## src/rtl/pcm_i2s_tx.sv

```systemverilog
// I2S transmitter: FIFO-buffered 24-bit PCM serialized as bclk/lrclk/sdata from clk_i.
// Define LJ_FORMAT_EN for left-justified framing (no one-bit delay) instead of I2S.
module pcm_i2s_tx #(
  parameter int DATA_W     = 24,
  parameter int SLOT_W     = 32,
  parameter int BCLK_DIV   = 4,
  parameter int FIFO_DEPTH = 4
) (
  input  logic                          clk_i,
  input  logic                          rst_i,
  input  logic                          enable_i,
  input  logic [DATA_W-1:0]             data_i,
  input  logic                          ena_i,
  input  logic                          chan_i,
  output logic                          bclk_o,
  output logic                          lrclk_o,
  output logic                          sdata_o,
  output logic [$clog2(FIFO_DEPTH):0]   level_o,
  output logic                          underrun_o,
  output logic                          overrun_o,
  output logic                          misalign_o
);

  localparam int DIV_W = $clog2(BCLK_DIV);
  localparam int CNT_W = $clog2(SLOT_W);
  localparam int IDX_W = $clog2(DATA_W);
  localparam int PTR_W = (FIFO_DEPTH > 1) ? $clog2(FIFO_DEPTH) : 1;
  localparam int LVL_W = $clog2(FIFO_DEPTH) + 1;

  logic                en_q;
  logic [DIV_W-1:0]    div_q, div_d;
  logic [CNT_W-1:0]    bit_q, bit_d;
  logic                chan_q, chan_d;
  logic [DATA_W-1:0]   word_q, word_d;
  logic                bclk_q, bclk_d;
  logic                lrclk_q, lrclk_d;
  logic                sdata_q, sdata_d;
  logic                underrun_q, underrun_d;
  logic                overrun_q, overrun_d;
  logic                misalign_q, misalign_d;

  logic [DATA_W:0]     mem_q [FIFO_DEPTH];
  logic [PTR_W-1:0]    wr_ptr_q, wr_ptr_d;
  logic [PTR_W-1:0]    rd_ptr_q, rd_ptr_d;
  logic [PTR_W-1:0]    wr_addr;
  logic [LVL_W-1:0]    count_q, count_d;

  logic                fall;
  logic                slot_start;
  logic                empty;
  logic                full;
  logic                flush;
  logic                pop;
  logic                wr;
  logic [DATA_W:0]     head;

  function automatic logic [PTR_W-1:0] ptr_inc(input logic [PTR_W-1:0] p);
    return (p == PTR_W'(FIFO_DEPTH - 1)) ? '0 : p + PTR_W'(1);
  endfunction

  // Serial bit carried at a given slot position; positions outside the word are zero.
  function automatic logic fmt_bit(input logic [DATA_W-1:0] word, input logic [CNT_W-1:0] cnt);
    logic             res;
    logic [IDX_W-1:0] idx;
    res = 1'b0;
    idx = '0;
`ifdef LJ_FORMAT_EN
    if (int'(cnt) < DATA_W) begin
      idx = IDX_W'(DATA_W - 1 - int'(cnt));
      res = word[idx];
    end
`else
    if (int'(cnt) >= 1 && int'(cnt) <= DATA_W) begin
      idx = IDX_W'(DATA_W - int'(cnt));
      res = word[idx];
    end
`endif
    return res;
  endfunction

  assign fall       = enable_i && (div_q == DIV_W'(BCLK_DIV - 1));
  assign slot_start = fall && (bit_q == CNT_W'(SLOT_W - 1));
  assign empty      = (count_q == '0);
  assign full       = (count_q == LVL_W'(FIFO_DEPTH));
  assign flush      = en_q && !enable_i;
  assign head       = mem_q[rd_ptr_q];

  always_comb begin
    div_d      = div_q;
    bit_d      = bit_q;
    chan_d     = chan_q;
    word_d     = word_q;
    bclk_d     = bclk_q;
    lrclk_d    = lrclk_q;
    sdata_d    = sdata_q;
    underrun_d = 1'b0;
    misalign_d = 1'b0;
    pop        = 1'b0;
    if (!enable_i) begin
      div_d   = '0;
      bit_d   = CNT_W'(SLOT_W - 1);
      chan_d  = 1'b1;
      word_d  = '0;
      bclk_d  = 1'b0;
      lrclk_d = 1'b0;
      sdata_d = 1'b0;
    end else begin
      div_d  = fall ? '0 : div_q + DIV_W'(1);
      bclk_d = (div_d >= DIV_W'(BCLK_DIV / 2));
      if (fall) begin
        bit_d = (bit_q == CNT_W'(SLOT_W - 1)) ? '0 : bit_q + CNT_W'(1);
        if (slot_start) begin
          chan_d  = ~chan_q;
          lrclk_d = chan_d;
          // A wrong-channel head is left in place so it lines up with the following slot.
          if (empty) begin
            word_d     = '0;
            underrun_d = 1'b1;
          end else if (head[DATA_W] == chan_d) begin
            word_d = head[DATA_W-1:0];
            pop    = 1'b1;
          end else begin
            word_d     = '0;
            misalign_d = 1'b1;
          end
        end
        sdata_d = fmt_bit(word_d, bit_d);
      end
    end
  end

  always_comb begin
    wr        = ena_i && (!full || pop || flush);
    overrun_d = ena_i && full && !pop && !flush;
    wr_addr   = flush ? '0 : wr_ptr_q;
    rd_ptr_d  = rd_ptr_q;
    wr_ptr_d  = wr_ptr_q;
    count_d   = count_q;
    if (flush) begin
      rd_ptr_d = '0;
      wr_ptr_d = wr ? ptr_inc('0) : '0;
      count_d  = wr ? LVL_W'(1) : '0;
    end else begin
      if (pop) rd_ptr_d = ptr_inc(rd_ptr_q);
      if (wr)  wr_ptr_d = ptr_inc(wr_ptr_q);
      case ({wr, pop})
        2'b10:   count_d = count_q + LVL_W'(1);
        2'b01:   count_d = count_q - LVL_W'(1);
        default: count_d = count_q;
      endcase
    end
  end

  always_ff @(posedge clk_i or posedge rst_i) begin
    if (rst_i) begin
      en_q       <= 1'b0;
      div_q      <= '0;
      bit_q      <= CNT_W'(SLOT_W - 1);
      chan_q     <= 1'b1;
      word_q     <= '0;
      bclk_q     <= 1'b0;
      lrclk_q    <= 1'b0;
      sdata_q    <= 1'b0;
      underrun_q <= 1'b0;
      overrun_q  <= 1'b0;
      misalign_q <= 1'b0;
      wr_ptr_q   <= '0;
      rd_ptr_q   <= '0;
      count_q    <= '0;
    end else begin
      en_q       <= enable_i;
      div_q      <= div_d;
      bit_q      <= bit_d;
      chan_q     <= chan_d;
      word_q     <= word_d;
      bclk_q     <= bclk_d;
      lrclk_q    <= lrclk_d;
      sdata_q    <= sdata_d;
      underrun_q <= underrun_d;
      overrun_q  <= overrun_d;
      misalign_q <= misalign_d;
      wr_ptr_q   <= wr_ptr_d;
      rd_ptr_q   <= rd_ptr_d;
      count_q    <= count_d;
    end
  end

  always_ff @(posedge clk_i) begin
    if (wr) mem_q[wr_addr] <= {chan_i, data_i};
  end

  assign bclk_o     = bclk_q;
  assign lrclk_o    = lrclk_q;
  assign sdata_o    = sdata_q;
  assign level_o    = count_q;
  assign underrun_o = underrun_q;
  assign overrun_o  = overrun_q;
  assign misalign_o = misalign_q;

endmodule

```

## config.mk

```make
export PLATFORM = sky130hd
export DESIGN_NAME = pcm_i2s_tx
export DESIGN_NICKNAME = d
export VERILOG_FILES = /design/src/rtl/pcm_i2s_tx.sv
export SDC_FILE = /design/constraint.sdc
export NUM_CORES = 1
export LEC_CHECK = 0
export BUFFER_PORTS_ARGS = -buffer_cell sky130_fd_sc_hd__buf_2
export CAP_MARGIN = 10
export CORE_MARGIN = 2
export CORE_UTILIZATION = 35
export CTS_BUF_LIST = sky130_fd_sc_hd__clkbuf_4 sky130_fd_sc_hd__clkbuf_8
export DETAILED_ROUTE_END_ITERATION = 10
export RECOVER_POWER = 100
export SKIP_CTS_REPAIR_TIMING = 1
export SLEW_MARGIN = 20
export SYNTH_ARGS = -nofsm -noshare
export SYNTH_HDL_FRONTEND = slang
export SYNTH_SLANG_ARGS = --single-unit
```

## constraint.sdc

```tcl
create_clock -name clk_i -period 8.87 [get_ports clk_i]
set_clock_uncertainty 0.2 [all_clocks]
set_input_delay 0.4435 -clock clk_i [delete_from_list [all_inputs] [get_ports clk_i]]
set_output_delay 0.4435 -clock clk_i [all_outputs]
set_load 0.02 [all_outputs]
```

==> impl_metrics.ini <==
[cts]
clk_latency_ns = 0.43
cts.sinks = 146
htree_levels = 4
cts_tree = done
numCtsBuffers = 17
ctsRootBufferMaster = clkbuf_8
cts_buffer_depth = 2
clkTransAtPathRegs_ns = 0.08

[drt]
wl_microns = 12300
via_per_inst = 5.17
drc = 0
firstDrtPassIters = 5
drt-initial-drc-count = 250
via_count = 3576
antenna_left = 0
wire_per_inst_microns = 17.7

[cells_and_area]
final_nets = 486
area.growth.synth_to_final_pct = 12.5
antenna_cells_inserted = 0
design_area_sq_um = 7070
drive_gt1_share_pct = 17.5

[worst_setup_path]
worstPathCellList = ha_1 -> and3_1 -> ha_1 -> and3_1 -> and2_0 -> and2_0 -> o211ai_1 -> nor3_2 -> clkbuf_1
reg2reg_depth = 9
required_ns = 8.70
crit_type = flip-flop to flip-flop
cp.arrival_ns = 5.83
crit_path_top_delay_cell = and2_0
cpPeakStageDelay_ns = 1.27
end_kind = flip-flop
worstPathMaxFanout = 29
start_kind = flip-flop

[timing]
worst_hold_slack_ns = 0.0581
fin_crit_sh_pct = 67.7
setup_slack_ns = 2.87
tightest_slew_ns = 2.11
max_freq_mhz = 167
report.final.slew_viol_count = 172
finalSetupViolations = 0
slew_headroom_pct = -41.7
rsz0062_at_grt = false
finalSetupTns_ns = 0
min_period_ns = 6.00
hold_viol = 0

[global_route]
antenna_found_initial = 0
grt_first_pass_wirelength_microns = 20100
busiest_layer = met2
met1_usage_pct = 18.2
grt_usage_pct = 13.3
grt_overflow = 0
grt_max_degree = 47
met3_usage_pct = 3.22
groute.layer.met2.usage_pct = 21.4
first_global_vias = 3683

[yosys]
synth_edf_count = 100
synth_top_family_by_area = multiplexers
synth_fa_ha_area_share_pct = 1.51
synthTopCellsByArea = edfxtp_1 48%, dfrtp_1 16%, mux4_2 10%
syn_avg_cell_area_sq_um = 15.3
synth_compound_area_share_pct = 8.70
syn_inst = 412
ys_types = 52
synthSimpleGateAreaFrac_pct = 8.88
synth-seq-cells = 146
synth-xor-area-share_pct = 1.69
async_reset_ff_share_pct = 31.5
synth_mux_area_share_pct = 10.5
ys.flop_type = edfxtp_1
syn-cell-area_sq_um = 6290
yosysTopAreaCell = edfxtp_1
yosysTopAreaCellShare_pct = 47.8
synth_warnings = 0
synth_seq_area_share_pct = 66.2
synth_nets = 448

[placement]
gp_congestion = 0.877
placed_area_sq_um = 6690
portBuffers = 37
dp_hpwl_microns = 7950
pre_cts_ws_ns = 5.03

[power_and_ir_drop]
p_leak_nw = 2.37
power_mw = 1.62
ir_drop_v = 0.0000910
p_per_area_nw_per_um2 = 229

[floorplanning]
start_util_pct = 35.4
die_area_sq_um = 19000
die_w_microns = 138
boundaryPins = 38
rows = 49
core_region_area_sq_um = 17800
die_y_microns = 138

[outcome]
violations = max-capacitance violations, max-slew violations
status = complete, but fails checks

[min_path]
holdPathStages = 1
min_path_type = input port to flip-flop

[run]
drv_cap = 5
## flip-flops by register name, indices dropped and copies added, names as in the netlist
signal,count
overrun_o,1
lrclk_o,1
chan_q,1
bclk_o,1
misalign_o,1
underrun_o,1
level_o,3
bit_q,5
sdata_o,1
mem_q,100
word_q,24
div_q,2
wr_ptr_q,2
rd_ptr_q,2
en_q,1
## final cells by class
type,count,area (sq um)
tap,229,287
sequential,146,4160
clock inverter,13,184
timing repair buffer,44,189
inverter,8,31.3
fill,1642,10700
clock buffer,19,249
multi-input combinational,233,1970
## path summary, 6_finish.rpt
check	slack, ns	startpoint	endpoint
min reg2reg	0.25	div_q[0]	div_q[0]
max reg2reg	2.87	bit_q[0]	mem_q[2][7]
min in group asynchronous	0.90	rst_i	overrun_o
min	0.06	data_i[4]	mem_q[3][4]
max	2.87	bit_q[0]	mem_q[2][7]
max in group asynchronous	6.60	rst_i	word_q[14]
## where the power goes
group	switching [mW]	internal (mW)
Sequential	0.0287	0.810
Clock	0.246	0.313
Combinational	0.144	0.0803
## cell usage after synthesis, types with 2 or more instances
| library cell | number |
|---|---|
| mux4_2 | 28 |
| dfstp_2 | 6 |
| buf_1 | 3 |
| xor2_1 | 3 |
| o211ai_1 | 3 |
| nor2b_1 | 26 |
| edfxtp_1 | 100 |
| a21boi_0 | 4 |
| ha_1 | 6 |
| and2_1 | 2 |
| and3_1 | 4 |
| nand3b_1 | 2 |
| buf_2 | 8 |
| inv_1 | 8 |
| nand2b_1 | 4 |
| buf_6 | 3 |
| a211oi_1 | 7 |
| nand2_1 | 22 |
| clkbuf_1 | 11 |
| a21oi_1 | 17 |
| and3b_1 | 2 |
| a22oi_1 | 20 |
| xnor2_1 | 6 |
| nor4_1 | 4 |
| nor2_1 | 14 |
| nor3_1 | 6 |
| or3_1 | 3 |
| nand3_1 | 10 |
| mux2i_1 | 2 |
| o21ai_0 | 17 |
| dfrtp_1 | 40 |
## critical path: cells and delay by family, from the launching register on
| kind | cells | cell delay (ns) |
|---|---|---|
| and+or+nand+nor | 5 | 2.21 |
| buffers and inverters | 1 | 1.24 |
| adders and majority gates | 2 | 0.83 |
| DFF | 1 | 0.76 |
| AOI/OAI and AO/OA | 1 | 0.35 |
## metal layers
layer | vias up | routed length (microns)
met4 | 0 | 136
met1 | 1834 | 5740
met5 | - | 0
met3 | 11 | 414
met2 | 73 | 5990
li1 | 1658 | -
## placed cells by master, fill, tap and decap left out, types with 4 or more instances in the layout
master,n
o21ai_0,19
a211oi_1,7
nor4_1,4
ha_1,6
nor3_1,4
dfrtp_1,40
edfxtp_1,100
clkbuf_1,37
nor2b_1,26
nand2_1,22
dfstp_2,5
nand2b_1,4
nor2_1,12
nand3_1,11
bufinv_16,4
a22oi_1,20
clkbuf_8,17
mux4_2,28
xnor2_1,6
inv_1,7
a21boi_0,4
buf_4,4
a21oi_1,17
and3_1,4
## stage by stage
step / util, % / cells
after floorplan: - / 412
after global placement: 37.6 / 659
after detailed placement: 37.6 / 659
after CTS: 40.1 / 691
after global routing: 39.8 / 692
final: 39.8 / 692
## logic make-up after synthesis
kind of cell               count (synthesis)
DFF                                      146
and+or+nand+nor                          104
AOI/OAI and AO/OA                         81
buffers and inverters                     33
muxes                                     31
xor gates and xnor gates                  10
adders and majority gates                  7
Power figures use the tool's default switching activity.
